File: src/rtl/riscv_dec_pkg.sv
// RV32I decode-stage shared definitions: opcodes, op_class bit positions and the decoded entry.
package riscv_dec_pkg;

    localparam int unsigned XLEN_C   = 32;
    localparam int unsigned REG_AW_C = 5;
    localparam int unsigned NCLASS   = 11;

    localparam logic [6:0] OPC_LOAD    = 7'b0000011;
    localparam logic [6:0] OPC_MISCMEM = 7'b0001111;
    localparam logic [6:0] OPC_OPIMM   = 7'b0010011;
    localparam logic [6:0] OPC_AUIPC   = 7'b0010111;
    localparam logic [6:0] OPC_STORE   = 7'b0100011;
    localparam logic [6:0] OPC_OP      = 7'b0110011;
    localparam logic [6:0] OPC_LUI     = 7'b0110111;
    localparam logic [6:0] OPC_BRANCH  = 7'b1100011;
    localparam logic [6:0] OPC_JALR    = 7'b1100111;
    localparam logic [6:0] OPC_JAL     = 7'b1101111;
    localparam logic [6:0] OPC_SYSTEM  = 7'b1110011;

    localparam int unsigned CL_LOAD    = 0;
    localparam int unsigned CL_OPIMM   = 1;
    localparam int unsigned CL_AUIPC   = 2;
    localparam int unsigned CL_STORE   = 3;
    localparam int unsigned CL_OP      = 4;
    localparam int unsigned CL_LUI     = 5;
    localparam int unsigned CL_BRANCH  = 6;
    localparam int unsigned CL_JALR    = 7;
    localparam int unsigned CL_JAL     = 8;
    localparam int unsigned CL_SYSTEM  = 9;
    localparam int unsigned CL_MISCMEM = 10;

    localparam logic [6:0] FUNCT7_MULDIV = 7'b0000001;

    typedef struct packed {
        logic [REG_AW_C-1:0] rs1;
        logic [REG_AW_C-1:0] rs2;
        logic [REG_AW_C-1:0] rd;
        logic                rs1_en;
        logic                rs2_en;
        logic                rd_en;
        logic                imm_en;
        logic                pc_en;
        logic [XLEN_C-1:0]   imm;
        logic [2:0]          funct3;
        logic [6:0]          funct7;
        logic [NCLASS-1:0]   op_class;
        logic                illegal;
        logic                is_muldiv;
        logic [XLEN_C-1:0]   pc;
    } dec_entry_t;

endpackage

File: src/rtl/rv_inst_decoder.sv
// Combinational RV32I instruction decoder: ir/pc -> decoded entry.
// Optional RV32M recognition is enabled by defining DEC_RV32M_EN.
module rv_inst_decoder
    import riscv_dec_pkg::*;
(
    input  logic [31:0]       ir,
    input  logic [XLEN_C-1:0] pc,
    output dec_entry_t        entry_c
);

    logic [6:0]         opc;
    logic [2:0]         f3;
    logic [6:0]         f7;
    logic [NCLASS-1:0]  cls;
    logic               illegal;
    logic               muldiv;
    logic [XLEN_C-1:0]  imm_i, imm_s, imm_b, imm_u, imm_j;

    assign opc = ir[6:0];
    assign f3  = ir[14:12];
    assign f7  = ir[31:25];

    assign imm_i = {{20{ir[31]}}, ir[31:20]};
    assign imm_s = {{20{ir[31]}}, ir[31:25], ir[11:7]};
    assign imm_b = {{19{ir[31]}}, ir[31], ir[7], ir[30:25], ir[11:8], 1'b0};
    assign imm_u = {ir[31:12], 12'b0};
    assign imm_j = {{11{ir[31]}}, ir[31], ir[19:12], ir[20], ir[30:21], 1'b0};

    // Opcode classification; unlisted opcodes (including ir[1:0]!=11) are illegal
    always_comb begin
        cls     = '0;
        illegal = 1'b0;
        muldiv  = 1'b0;
        case (opc)
            OPC_LOAD:    cls[CL_LOAD]    = 1'b1;
            OPC_MISCMEM: cls[CL_MISCMEM] = 1'b1;
            OPC_OPIMM:   cls[CL_OPIMM]   = 1'b1;
            OPC_AUIPC:   cls[CL_AUIPC]   = 1'b1;
            OPC_STORE:   cls[CL_STORE]   = 1'b1;
            OPC_LUI:     cls[CL_LUI]     = 1'b1;
            OPC_BRANCH:  cls[CL_BRANCH]  = 1'b1;
            OPC_JAL:     cls[CL_JAL]     = 1'b1;
            OPC_SYSTEM:  cls[CL_SYSTEM]  = 1'b1;
            OPC_JALR: begin
                if (f3 == 3'b000) cls[CL_JALR] = 1'b1;
                else              illegal      = 1'b1;
            end
            OPC_OP: begin
                if (f7 == FUNCT7_MULDIV) begin
`ifdef DEC_RV32M_EN
                    cls[CL_OP] = 1'b1;
                    muldiv     = 1'b1;
`else
                    illegal    = 1'b1;
`endif
                end else begin
                    cls[CL_OP] = 1'b1;
                end
            end
            default: illegal = 1'b1;
        endcase
    end

    // Operand enables, register fields and immediate selection from the class vector
    always_comb begin
        entry_c           = '0;
        entry_c.rs1_en    = cls[CL_JALR] | cls[CL_BRANCH] | cls[CL_LOAD] | cls[CL_STORE]
                          | cls[CL_OP] | cls[CL_OPIMM];
        entry_c.rs2_en    = cls[CL_BRANCH] | cls[CL_STORE] | cls[CL_OP];
        entry_c.rd_en     = (cls[CL_LUI] | cls[CL_AUIPC] | cls[CL_JALR] | cls[CL_JAL]
                          | cls[CL_LOAD] | cls[CL_OP] | cls[CL_OPIMM]) && (ir[11:7] != 5'd0);
        entry_c.pc_en     = cls[CL_JAL] | cls[CL_BRANCH] | cls[CL_AUIPC];
        entry_c.imm_en    = (cls != '0) && !cls[CL_OP] && !cls[CL_MISCMEM];
        entry_c.rs1       = entry_c.rs1_en ? ir[19:15] : 5'd0;
        entry_c.rs2       = entry_c.rs2_en ? ir[24:20] : 5'd0;
        entry_c.rd        = entry_c.rd_en  ? ir[11:7]  : 5'd0;
        if (cls[CL_JALR] | cls[CL_LOAD] | cls[CL_OPIMM] | cls[CL_SYSTEM]) entry_c.imm = imm_i;
        else if (cls[CL_STORE])                                          entry_c.imm = imm_s;
        else if (cls[CL_BRANCH])                                         entry_c.imm = imm_b;
        else if (cls[CL_LUI] | cls[CL_AUIPC])                            entry_c.imm = imm_u;
        else if (cls[CL_JAL])                                            entry_c.imm = imm_j;
        entry_c.funct3    = f3;
        entry_c.funct7    = f7;
        entry_c.op_class  = cls;
        entry_c.illegal   = illegal;
        entry_c.is_muldiv = muldiv;
        entry_c.pc        = pc;
    end

endmodule

File: src/rtl/decode_stage_pipe.sv
// RV32I decode stage: decodes fetch input and buffers DEPTH decoded entries with valid/ready on
// both sides and a flush that drops everything. RV32M via DEC_RV32M_EN (see rv_inst_decoder).
module decode_stage_pipe
    import riscv_dec_pkg::*;
#(
    parameter int unsigned XLEN   = 32,
    parameter int unsigned DEPTH  = 2,
    parameter int unsigned REG_AW = 5
) (
    input  logic              clk,
    input  logic              reset,
    input  logic              flush,
    input  logic              in_valid,
    output logic              in_ready,
    input  logic [31:0]       ir,
    input  logic [XLEN-1:0]   pc,
    output logic              out_valid,
    input  logic              out_ready,
    output logic [REG_AW-1:0] rs1,
    output logic [REG_AW-1:0] rs2,
    output logic [REG_AW-1:0] rd,
    output logic              rs1_en,
    output logic              rs2_en,
    output logic              rd_en,
    output logic              imm_en,
    output logic              pc_en,
    output logic [XLEN-1:0]   imm,
    output logic [2:0]        funct3,
    output logic [6:0]        funct7,
    output logic [10:0]       op_class,
    output logic              illegal,
    output logic              is_muldiv,
    output logic [XLEN-1:0]   pc_out
);

    localparam int unsigned PTR_W = (DEPTH > 1) ? $clog2(DEPTH) : 1;
    localparam int unsigned CNT_W = $clog2(DEPTH) + 1;

    dec_entry_t          dec_c;
    dec_entry_t          head_c;
    dec_entry_t          mem_q [DEPTH];
    dec_entry_t          mem_d [DEPTH];
    logic [PTR_W-1:0]    head_q, head_d, tail_q, tail_d;
    logic [CNT_W-1:0]    count_q, count_d;
    logic                push_c, pop_c, empty_c;

    rv_inst_decoder u_dec (
        .ir      (ir),
        .pc      (XLEN_C'(pc)),
        .entry_c (dec_c)
    );

    function automatic logic [PTR_W-1:0] ptr_inc(input logic [PTR_W-1:0] p);
        return (p == PTR_W'(DEPTH - 1)) ? '0 : p + PTR_W'(1);
    endfunction

    assign empty_c  = (count_q == '0);
    assign in_ready = (count_q < CNT_W'(DEPTH));
    assign push_c   = in_valid && in_ready && !flush;
    assign pop_c    = !empty_c && out_ready && !flush;

    // Pointer, count and storage update; flush clears the buffer ahead of push/pop
    always_comb begin
        head_d  = head_q;
        tail_d  = tail_q;
        count_d = count_q;
        mem_d   = mem_q;
        if (flush) begin
            head_d  = '0;
            tail_d  = '0;
            count_d = '0;
        end else begin
            if (push_c) begin
                mem_d[tail_q] = dec_c;
                tail_d        = ptr_inc(tail_q);
            end
            if (pop_c) head_d = ptr_inc(head_q);
            if (push_c && !pop_c)      count_d = count_q + CNT_W'(1);
            else if (pop_c && !push_c) count_d = count_q - CNT_W'(1);
        end
    end

    // Buffer state registers
    always_ff @(posedge clk or posedge reset) begin
        if (reset) begin
            head_q  <= '0;
            tail_q  <= '0;
            count_q <= '0;
            for (int i = 0; i < int'(DEPTH); i++) mem_q[i] <= '0;
        end else begin
            head_q  <= head_d;
            tail_q  <= tail_d;
            count_q <= count_d;
            mem_q   <= mem_d;
        end
    end

    // Head entry presented to execute; all-zero when nothing is buffered
    always_comb begin
        head_c = '0;
        if (!empty_c) head_c = mem_q[head_q];
    end

    assign out_valid = !empty_c;
    assign rs1       = REG_AW'(head_c.rs1);
    assign rs2       = REG_AW'(head_c.rs2);
    assign rd        = REG_AW'(head_c.rd);
    assign rs1_en    = head_c.rs1_en;
    assign rs2_en    = head_c.rs2_en;
    assign rd_en     = head_c.rd_en;
    assign imm_en    = head_c.imm_en;
    assign pc_en     = head_c.pc_en;
    assign imm       = XLEN'(head_c.imm);
    assign funct3    = head_c.funct3;
    assign funct7    = head_c.funct7;
    assign op_class  = head_c.op_class;
    assign illegal   = head_c.illegal;
    assign is_muldiv = head_c.is_muldiv;
    assign pc_out    = XLEN'(head_c.pc);

endmodule

File: config.mk
export PLATFORM = sky130hd
export DESIGN_NAME = decode_stage_pipe
export DESIGN_NICKNAME = d
export VERILOG_FILES = /design/src/rtl/riscv_dec_pkg.sv /design/src/rtl/rv_inst_decoder.sv /design/src/rtl/decode_stage_pipe.sv
export SDC_FILE = /design/constraint.sdc
export NUM_CORES = 1
export LEC_CHECK = 0
export CAP_MARGIN = 5
export CORE_UTILIZATION = 54
export DETAILED_ROUTE_END_ITERATION = 12
export PLACE_DENSITY = 0.81
export REMOVE_ABC_BUFFERS = 1
export SKIP_LAST_GASP = 1
export SYNTH_ARGS = -nofsm -noshare
export SYNTH_HDL_FRONTEND = slang
export SYNTH_SLANG_ARGS = --single-unit
File: constraint.sdc
create_clock -name clk -period 8 [get_ports clk]
set_clock_uncertainty 0.05 [all_clocks]
set_input_delay 1.2 -clock clk [delete_from_list [all_inputs] [get_ports clk]]
set_output_delay 1.2 -clock clk [all_outputs]
set_load 0.05 [all_outputs]
Word-level counts from Yosys, hierarchy flattened
Cells that the tools add are included.

Bits in registers: 218. Output and inout bits: 109. Logic and storage cells: 139.

$add $sub $neg: 4. Order comparisons: 4. Equal/unequal tests: 12. Multiplexer cells: 40. Bitwise logic cells: 21. Reduce and logical (&&, ||, !) cells: 25.

Operators by type and width (number): 107-bit two-way mux (5); 214-bit bitwise mux (1); 32-bit two-way mux (5); 107-bit demux with 1-bit select (1); 7-bit equality test (second input constant) (4); 7-bit by 6-bit equality test with 1-bit output (second input constant) (3); 1-bit two-way mux (21); 1-bit OR (18); 5-bit two-way mux (3); 7-bit by 5-bit equality test with 1-bit output (second input constant) (2); 11-bit nonzero test (1); 1-bit logical AND (10); 9-bit OR reduction (1); 7-bit by 1-bit equality test with 1-bit output (second input constant) (1); 7-bit by 2-bit equality test with 1-bit output (second input constant) (1); 7-bit by 4-bit equality test with 1-bit output (second input constant) (1); 1-bit zero test (6); 2-bit two-way mux (3); 5-bit nonzero test (1); 2-bit greater-or-equal comparator (second input constant) (2); 1-bit NOT with 2-bit output (2); 2-bit nonzero test (2); 3-bit zero test (1); 1-bit one-hot mux with 3 select lines (1); 9 further kinds (10).

Depth between registers and ports, before layout
Gate-level depths: netlist of the first run.

Depth after elaboration: 11. Depth in mapped cells: 8. Depth with buffers taken out: 5.

By module
A second synthesis of the first run with hierarchy kept.

Cell total of the unflattened synthesis: 901. Area, all modules: 11309.6 um2.

Modules (own cells, without submodules): decode_stage_pipe (times used 1, cells each 713, area each 10005.8 um2, sequential area each 5455.2 um2); rv_inst_decoder (times used 1, cells each 188, area each 1303.8 um2, sequential area each 0.0 um2).

Worst setup path before layout of the first run
Ideal clock, no wire load.

Path kind: register -> output. Start: register head_q. End: output port funct3[0]. Arrival time: 2.002 ns. Slack: 4.748 ns. Cell stages (with the launch flop): 6. Path buffers: 3. Path through: dfrtp_1 clkbuf_1 buf_1 buf_2 mux2i_1 nor2_1.

Word-level cells in the longest chain between the ends: 5.

Ends and longest elaborated chain: start: declaration (line decode_stage_pipe.sv:43) `logic [PTR_W-1:0] head_q, head_d, tail_q, tail_d;`; start signal: assignment (line decode_stage_pipe.sv:86) `head_q <= '0;`; start signal: assignment (line decode_stage_pipe.sv:91) `head_q <= head_d;`; 1-bit NOT with 2-bit output (implied by the code) (line decode_stage_pipe.sv:101) `if (!empty_c) head_c = mem_q[head_q];`; 107-bit two-way mux (implied by the code) (3 in series) (line decode_stage_pipe.sv:101); 107-bit two-way mux (line decode_stage_pipe.sv:101); end: declaration (line decode_stage_pipe.sv:28) `output logic [2:0] funct3,`.

Every way passes these cells. The select of a mux whose other input is x is not followed.

Final worst setup path of the first run
Start: register head_q. End: output port rs2[0].

Word-level cells in the longest chain between the ends: 5.

Ends and longest elaborated chain: 1-bit NOT with 2-bit output (implied by the code) (line decode_stage_pipe.sv:101); 107-bit two-way mux (implied by the code) (3 in series) (line decode_stage_pipe.sv:101); 107-bit two-way mux (line decode_stage_pipe.sv:101); end: declaration (line decode_stage_pipe.sv:20) `output logic [REG_AW-1:0] rs2,`.

Every way passes these cells. The select of a mux whose other input is x is not followed.

==> impl_results.md, run 1 <==
- Status: finished, final reports clean
- Total grt overflow: 0
- Leak pwr: roughly 0.0057 uW
- Worst VDD drop: 0.000170 V
- First-pass GRT wire length: roughly 43 mm
- Antenna Nets Post-Route: 0
- CP Max Fanout: 60
- Worst path cell trace: buf_4, mux2i_1, nor2_1, clkdlybuf4s50_1
- Core box area: roughly 19000 um^2
- Vias in the first global route: approximately 8500
- Max_cap viols: 0
- Initial antenna violation count: 0
- Clock-pin slew of the registers on the worst-case setup and hold paths: around 60 ps
- RSZ-0062 raised after global routing: no
- Crit path kind: register to output port
- Post_cts resized: 0
- CP Data Arrival Time: around 3800 ps
- Syn Area/Cell: 8.63 um^2
- Slew HR: 0.318
- Clk_lat worst skew: between 400 and 500 ps
- DIE HEIGHT: approximately 140 um
- CTS tree: yes
- Ys async rst share: 1.00
- Setup bufs post-CTS: 0
- Area grow syn2layout: 23.7%
- Fmax: about 200 MHz
- Placed cell count: between 1500 and 2000
- Die W: 141 um
- Initial Utilization: 0.554
- Row count: 50
- Slew @ Worst Pin: around 1000 ps
- Bufs and invs on worst path: 2
- 1st-iter DRT viols: about 860
- DR vias/cell: 5.55
- CP max stage delay: 1000 ps
- # setup viols final: 0
- Yosys warnings: 0
- Layout cell share with drive strength beyond 1: 0.0551
- Crit path launch type: register
- Final std cells w/o fill: about 1600
- Clk buf depth: 3
- Flops & latches, synth: around 220
- Post-route DRC: 0
- Inserted Clock Buffers: 23
- DIE AREA: 19800 um^2
- Seq/Total Area, Yosys: 0.519
- Setup TNS: 0 ps
- Pwr dens: around 240 nW/um^2
- Diodes inserted: 0
- Post-Synthesis Cells: between 1000 and 1500
- Clock sinks: between 200 and 250
- Total number of vias: 8747
- Worst endpoint required time: between 6000 and 7000 ps
- Hold buffers post-CTS: 0
- Post-synth EDFFs: 0
- Crit end category: output port
- Hold/Removal Path Class: register to register
- Mapped Area: 10400 um^2
- Tcrit/Tclk final: 0.626
- Ports: ~180
- Layout fillers: around 1500
- Most used DFF post-synth: dfrtp_1
- Slew Viols, Final: 0
- CP delay by family, top: buffers and inverters
- Dpl hpwl: between 15 and 20 mm
- Worst path slowest cell: dfrtp_4
- Gr usage total: 0.270
- H-tree Lvls: 1
- WL per Instance: between 15 and 20 um
- Final net count: around 1400
- Final WL: between 20 and 30 mm
- CTS root buf: clkbuf_16
- Largest net degree at the start of global routing: 138
- Synth unique cells: 53
- DR pass1 iterations: 5
- Fin crit period: about 5000 ps
- IO Port Bufs: between 150 and 200
- Routability cong.: 0.866
- Final Hold Viols: 0
-- cell usage after synthesis (2+ instances only) --
library cell    n  share of area
and2_1          2         0.0012
xor2_1          2         0.0017
nor2_1        164          0.059
nand4_1         3         0.0018
o31ai_1         5         0.0036
o211ai_1        2         0.0014
nor2b_1         4         0.0024
and3b_1         2         0.0017
nor3_2         13          0.013
nor3_1          2        0.00096
buf_6           2         0.0022
a21oi_1        22          0.011
nor4_1          2         0.0012
o21ai_0        72          0.035
buf_2          28          0.013
mux2i_1       108           0.10
inv_1           6         0.0022
buf_1          17         0.0061
and3_1          4         0.0024
nand2_1       392           0.14
nand3_1        54          0.026
a31oi_1        10         0.0060
clkbuf_1       39          0.014
nand2b_1        4         0.0024
o21ai_1         2        0.00096
dfrtp_1       216           0.52
nor3_4          2         0.0031
o21bai_1        2         0.0014
-- where the power goes --
part,internal [uW],switching [uW]
sequential,1270,114
clock,558,431
combinational,252,424
total,2080,970
-- cells in the final DEF, fill, tap and decap left out, drive strengths merged, types with 2 or more instances in the layout --
cell,netlist,routed
inv,6,6
nand3,54,54
clkinvlp,0,2
and3b,2,2
a31oi,10,10
and3,4,4
and2,3,3
o211ai,3,3
clkinv,0,13
mux2i,108,108
a21oi,22,22
buf,48,9
nand4,3,3
o21bai,2,2
clkbuf,40,24
nand2b,5,5
xor2,2,2
a311oi,2,2
nor3,17,17
o31ai,5,5
nor2,164,164
dfrtp,216,216
nor2b,4,4
clkdlybuf4s50,0,176
nor4,2,2
nand2,393,393
o21ai,74,74
-- path summary, 6_finish.rpt --
check	startpoint	slack [ps]	cells past startpoint	endpoint
hold reg to reg	mem_q[143]	420	2	mem_q[143]
min in group asynchronous	reset	1280	2	mem_q[113]
max in group asynchronous	reset	5040	3	mem_q[100]
hold / removal	mem_q[143]	420	2	mem_q[143]
setup reg to reg	count_q[1]	5250	5	mem_q[170]
setup / recovery	head_q	3000	4	rs2[0]
-- flip-flops by register name, summed over array words and instances, names as in the netlist --
| name | count |
|---|---|
| tail_q | 1 |
| mem_q | 212 |
| head_q | 1 |
| count_q | 2 |
-- through the flow --
stage | util | cell area [um^2] | hold WS [ps] | setup slack, ps | total power (uW)
2_1_floorplan | - | 10000 | 395 | 842 | 1860
3_3_place_gp | 0.649 | 12200 | 407 | 3530 | 2060
3_5_place_dp | 0.649 | 12200 | 413 | 3530 | 2080
4_1_cts | 0.686 | 12900 | 427 | 2990 | 3070
5_1_grt | 0.686 | 12900 | 446 | 2870 | 3200
6_report | 0.686 | 12900 | 425 | 3000 | 3050
-- worst min-delay path, stage by stage, from the launching register on --
cell     delay [ps]
dfrtp_1         340
nand2_1          50
o31ai_1          60
-- logic make-up after synthesis --
logic type	count (synthesis)	share of synthesized area
XOR/XNOR	2	0.00168
other	1	0.000360
flip-flops	216	0.519
AO/OA/AOI/OAI	128	0.0716
buffers and inverters	94	0.0392
AND/OR/NAND/NOR	657	0.264
multiplexers	108	0.104
-- layer usage --
| metal | GRT usage | share of wire |
|---|---|---|
| met5 | 0 | 0 |
| met3 | 0.0414 | 0.059 |
| met4 | 0.0664 | 0.017 |
| met2 | 0.439 | 0.47 |
| met1 | 0.381 | 0.45 |
-- cell type report --
class	instances	area [um^2]	share of cell area
flip-flops and latches	216	5410	0.420
multi-input cells	896	4620	0.359
repair buffers	185	1830	0.142
clock buffers	24	579	0.0450
well taps	234	293	0.0227
clock inverters	16	110	0.00855
inverters	6	30.0	0.00233
No activity file was read; power rests on OpenSTA's default activity.
==> run 2, diff against run 1 <==
- clock period: 8 -> 4.9 ns (I/O delays scaled with it)
==> run 2 against run 1 <==
Non-clock buffer count grew 7. Combinational power grew 67%. Global-route usage is essentially flat. Final area grew 0.83%. Routed wire length grew 0.88%. Critical path depth is the same. Register-to-register slack lost 2900 ps. Die area is the same. Critical path type unchanged. Highest routed layer unchanged.
==> impl_results.md, run 2 (synthesis gave the netlist of run 1 again) <==
- Vias in the first global route: 8414 (was 8465)
- Placed cell count: 1544 (was 1537)
- Diodes inserted: 0 (unchanged)
- CP max stage delay: 830 ps (was 1000 ps)
- Slew Viols, Final: 0 (unchanged)
- Setup bufs post-CTS: 0 (unchanged)
- Total Power: 5050 uW (was 3050 uW)
- Dpl hpwl: 16.8 mm (was 16.3 mm)
- First-pass GRT wire length: 43.1 mm (about the same)
- Area of the multi-input gates: 4620 um^2 (unchanged)
- DR vias/cell: 5.57 (was 5.55)
- Total number of vias: 8822 (was 8747)
- Commonest non-fill, non-tap cell in the layout: nand2_1 (unchanged)
- Leak pwr: 0.00577 uW (was 0.00572 uW)
- Crit path from: head_q (unchanged)
- Final net count: 1404 (was 1397)
- Clock sinks: 216 (unchanged)
- Fin crit period: approximately 3600 ps
- Clock-pin slew of the registers on the worst-case setup and hold paths: 60 ps (about the same)
- CTS tree: yes (unchanged)
- Post-route DRC: 0 (unchanged)
- Post_cts resized: 0 (unchanged)
- Largest net degree at the start of global routing: 148 (was 138)
- RSZ-0062 raised after global routing: no (unchanged)
- Core box area: 18800 um^2 (unchanged)
- Max_cap viols: 0 (unchanged)
- Final WL: 26.4 mm (was 26.1 mm)
- Worst path cell trace: buf_12, mux2i_1, nor2_1, clkdlybuf4s50_1 (was buf_4, mux2i_1, nor2_1, clkdlybuf4s50_1)
- Clock group share of total power: 0.332 (was 0.324)
- Worst hold slack: 423 ps (was 425 ps)
- Initial antenna violation count: 0 (unchanged)
- Layout cell share with drive strength beyond 1: 0.0570 (was 0.0551)
- Pwr dens: 389 nW/um^2 (was 237 nW/um^2)
- FF-to-FF Start: count_q[1] (unchanged)
- Clk_lat worst skew: 490 ps (about the same)
- Worst endpoint required time: 4120 ps (was 6750 ps)
- Bufs and invs on worst path: 2 (unchanged)
- Total grt overflow: 0 (unchanged)
- H-tree Lvls: 1 (unchanged)
- Layout fillers: 1517 (was 1472)
- Antenna Nets Post-Route: 0 (unchanged)
- Initial Utilization: 0.554 (unchanged)
- Final Hold Viols: 0 (unchanged)
- Final std cells w/o fill: 1584 (was 1577)
- WHS Path Cells: 2 (unchanged)
- DIE HEIGHT: 141 um (unchanged)
- Net Switching: 1580 uW (was 970 uW)
- Crit path launch type: register (unchanged)
- Register-to-Register Path Depth: 5 (unchanged)
- # setup viols final: 0 (unchanged)
- Routability cong.: 0.894 (was 0.866)
- Setup TNS: 0 ps (unchanged)
- IO Port Bufs: 176 (unchanged)
- Area grow syn2layout: 24.7% (was 23.7%)
- Switching Fraction: 0.313 (was 0.318)
- Die W: 141 um (unchanged)
- WL per Instance: 16.6 um (about the same)
- Hold buffers post-CTS: 0 (unchanged)
- CTS root buf: clkbuf_16 (unchanged)
- Max reg flops: 212 (unchanged)
- CP Data Arrival Time: 2820 ps (was 3750 ps)
- Largest registers: mem_q (212), count_q (2) (unchanged)
- Hold/Removal Path Class: register to register (unchanged)
- Gr usage total: 0.270 (about the same)
- Reg-to-Reg End: mem_q[93] (was mem_q[170])
- Clk buf depth: 3 (unchanged)
- CP Max Fanout: 63 (was 60)
- DIE AREA: 19800 um^2 (unchanged)
- Slew @ Worst Pin: 1220 ps (was 1020 ps)
- Worst VDD drop: 0.000275 V (was 0.000170 V)
- R2r setup slk: 2350 ps (was 5250 ps)
- Crit path kind: register to output port (unchanged)
- Crit path to: imm[27] (was rs2[0])
- Internal power: 3470 uW (was 2080 uW)
- Gate power share: 0.224 (was 0.222)
- Slew HR: 0.186 (was 0.318)
- Most frequent cells in the layout: nand2_1 (391), dfrtp_1 (215), clkdlybuf4s50_1 (176), nor2_1 (163), mux2i_1 (108) (unchanged)
- DR pass1 iterations: 5 (unchanged)
- 1st-iter DRT viols: 749 (was 864)
- Seq pwr share: 0.444 (was 0.454)
- Inserted Clock Buffers: 23 (unchanged)
- Status: finished, final reports clean (unchanged)
- Crit end category: output port (unchanged)
- Number of stages on the worst setup path: 4 (unchanged)
- CP delay by family, top: buffers and inverters (unchanged)
- Fmax: ~280 MHz
- Worst path slowest cell: clkdlybuf4s50_1 (was dfrtp_4)
- Storage element area: 5410 um^2 (unchanged)
- Top reg by flops: mem_q (unchanged)
- Tcrit/Tclk final: 0.735
- Row count: 50 (unchanged)
- Ports: 178 (unchanged)
==> run 2: worst min-delay path by stage <==
stage                from          to  slack, ps
6_report       mem_q[130]  mem_q[130]        420
5_1_grt        mem_q[155]  mem_q[155]        430
4_1_cts        mem_q[138]  mem_q[138]        430
3_5_place_dp   mem_q[138]  mem_q[138]        410
3_3_place_gp   mem_q[125]  mem_q[125]        410
2_1_floorplan  mem_q[107]  mem_q[107]        390
==> run 2: metal layers <==
layer / wire length [um] / vias to the layer above / GRT usage
met3: 1670 / 40 / 0.0380
met2: 12600 / 318 / 0.453
met5: 0 / - / 0
li1: - / 4197 / -
met4: 539 / 0 / 0.0658
met1: 11600 / 4267 / 0.372
==> run 2: final cells by class <==
class,count,share of cell area
clock buffer,32,0.0500
clock inverter,8,0.00530
inverter,6,0.00231
multi-input combinational,896,0.356
sequential,216,0.417
tap,234,0.0226
timing repair buffer,192,0.147
==> run 2: power by group through the flow <==
stage                     logic, uW  registers, uW  clock network, uW
final                          1130           2240               1680
after global placement         1110           2250                  0
after CTS                      1140           2240               1700
after detailed placement       1130           2270                  0
after global routing           1240           2280               1770
after floorplan                 779           2250                  0
==> run 2: per-stage QoR <==
step / cell area, um^2 / setup slack [ps] / utilization
2_1_floorplan: 10000 / -1790 / -
3_3_place_gp: 12300 / 1540 / 0.653
3_5_place_dp: 12300 / 1450 / 0.653
4_1_cts: 13000 / 1260 / 0.692
5_1_grt: 13000 / 1190 / 0.692
6_report: 13000 / 1300 / 0.692
==> run 2: worst min-delay path, stage by stage (launching register included) <==
cell,delay [ps]
dfrtp_1,340
nand2_1,50
nand2_1,50
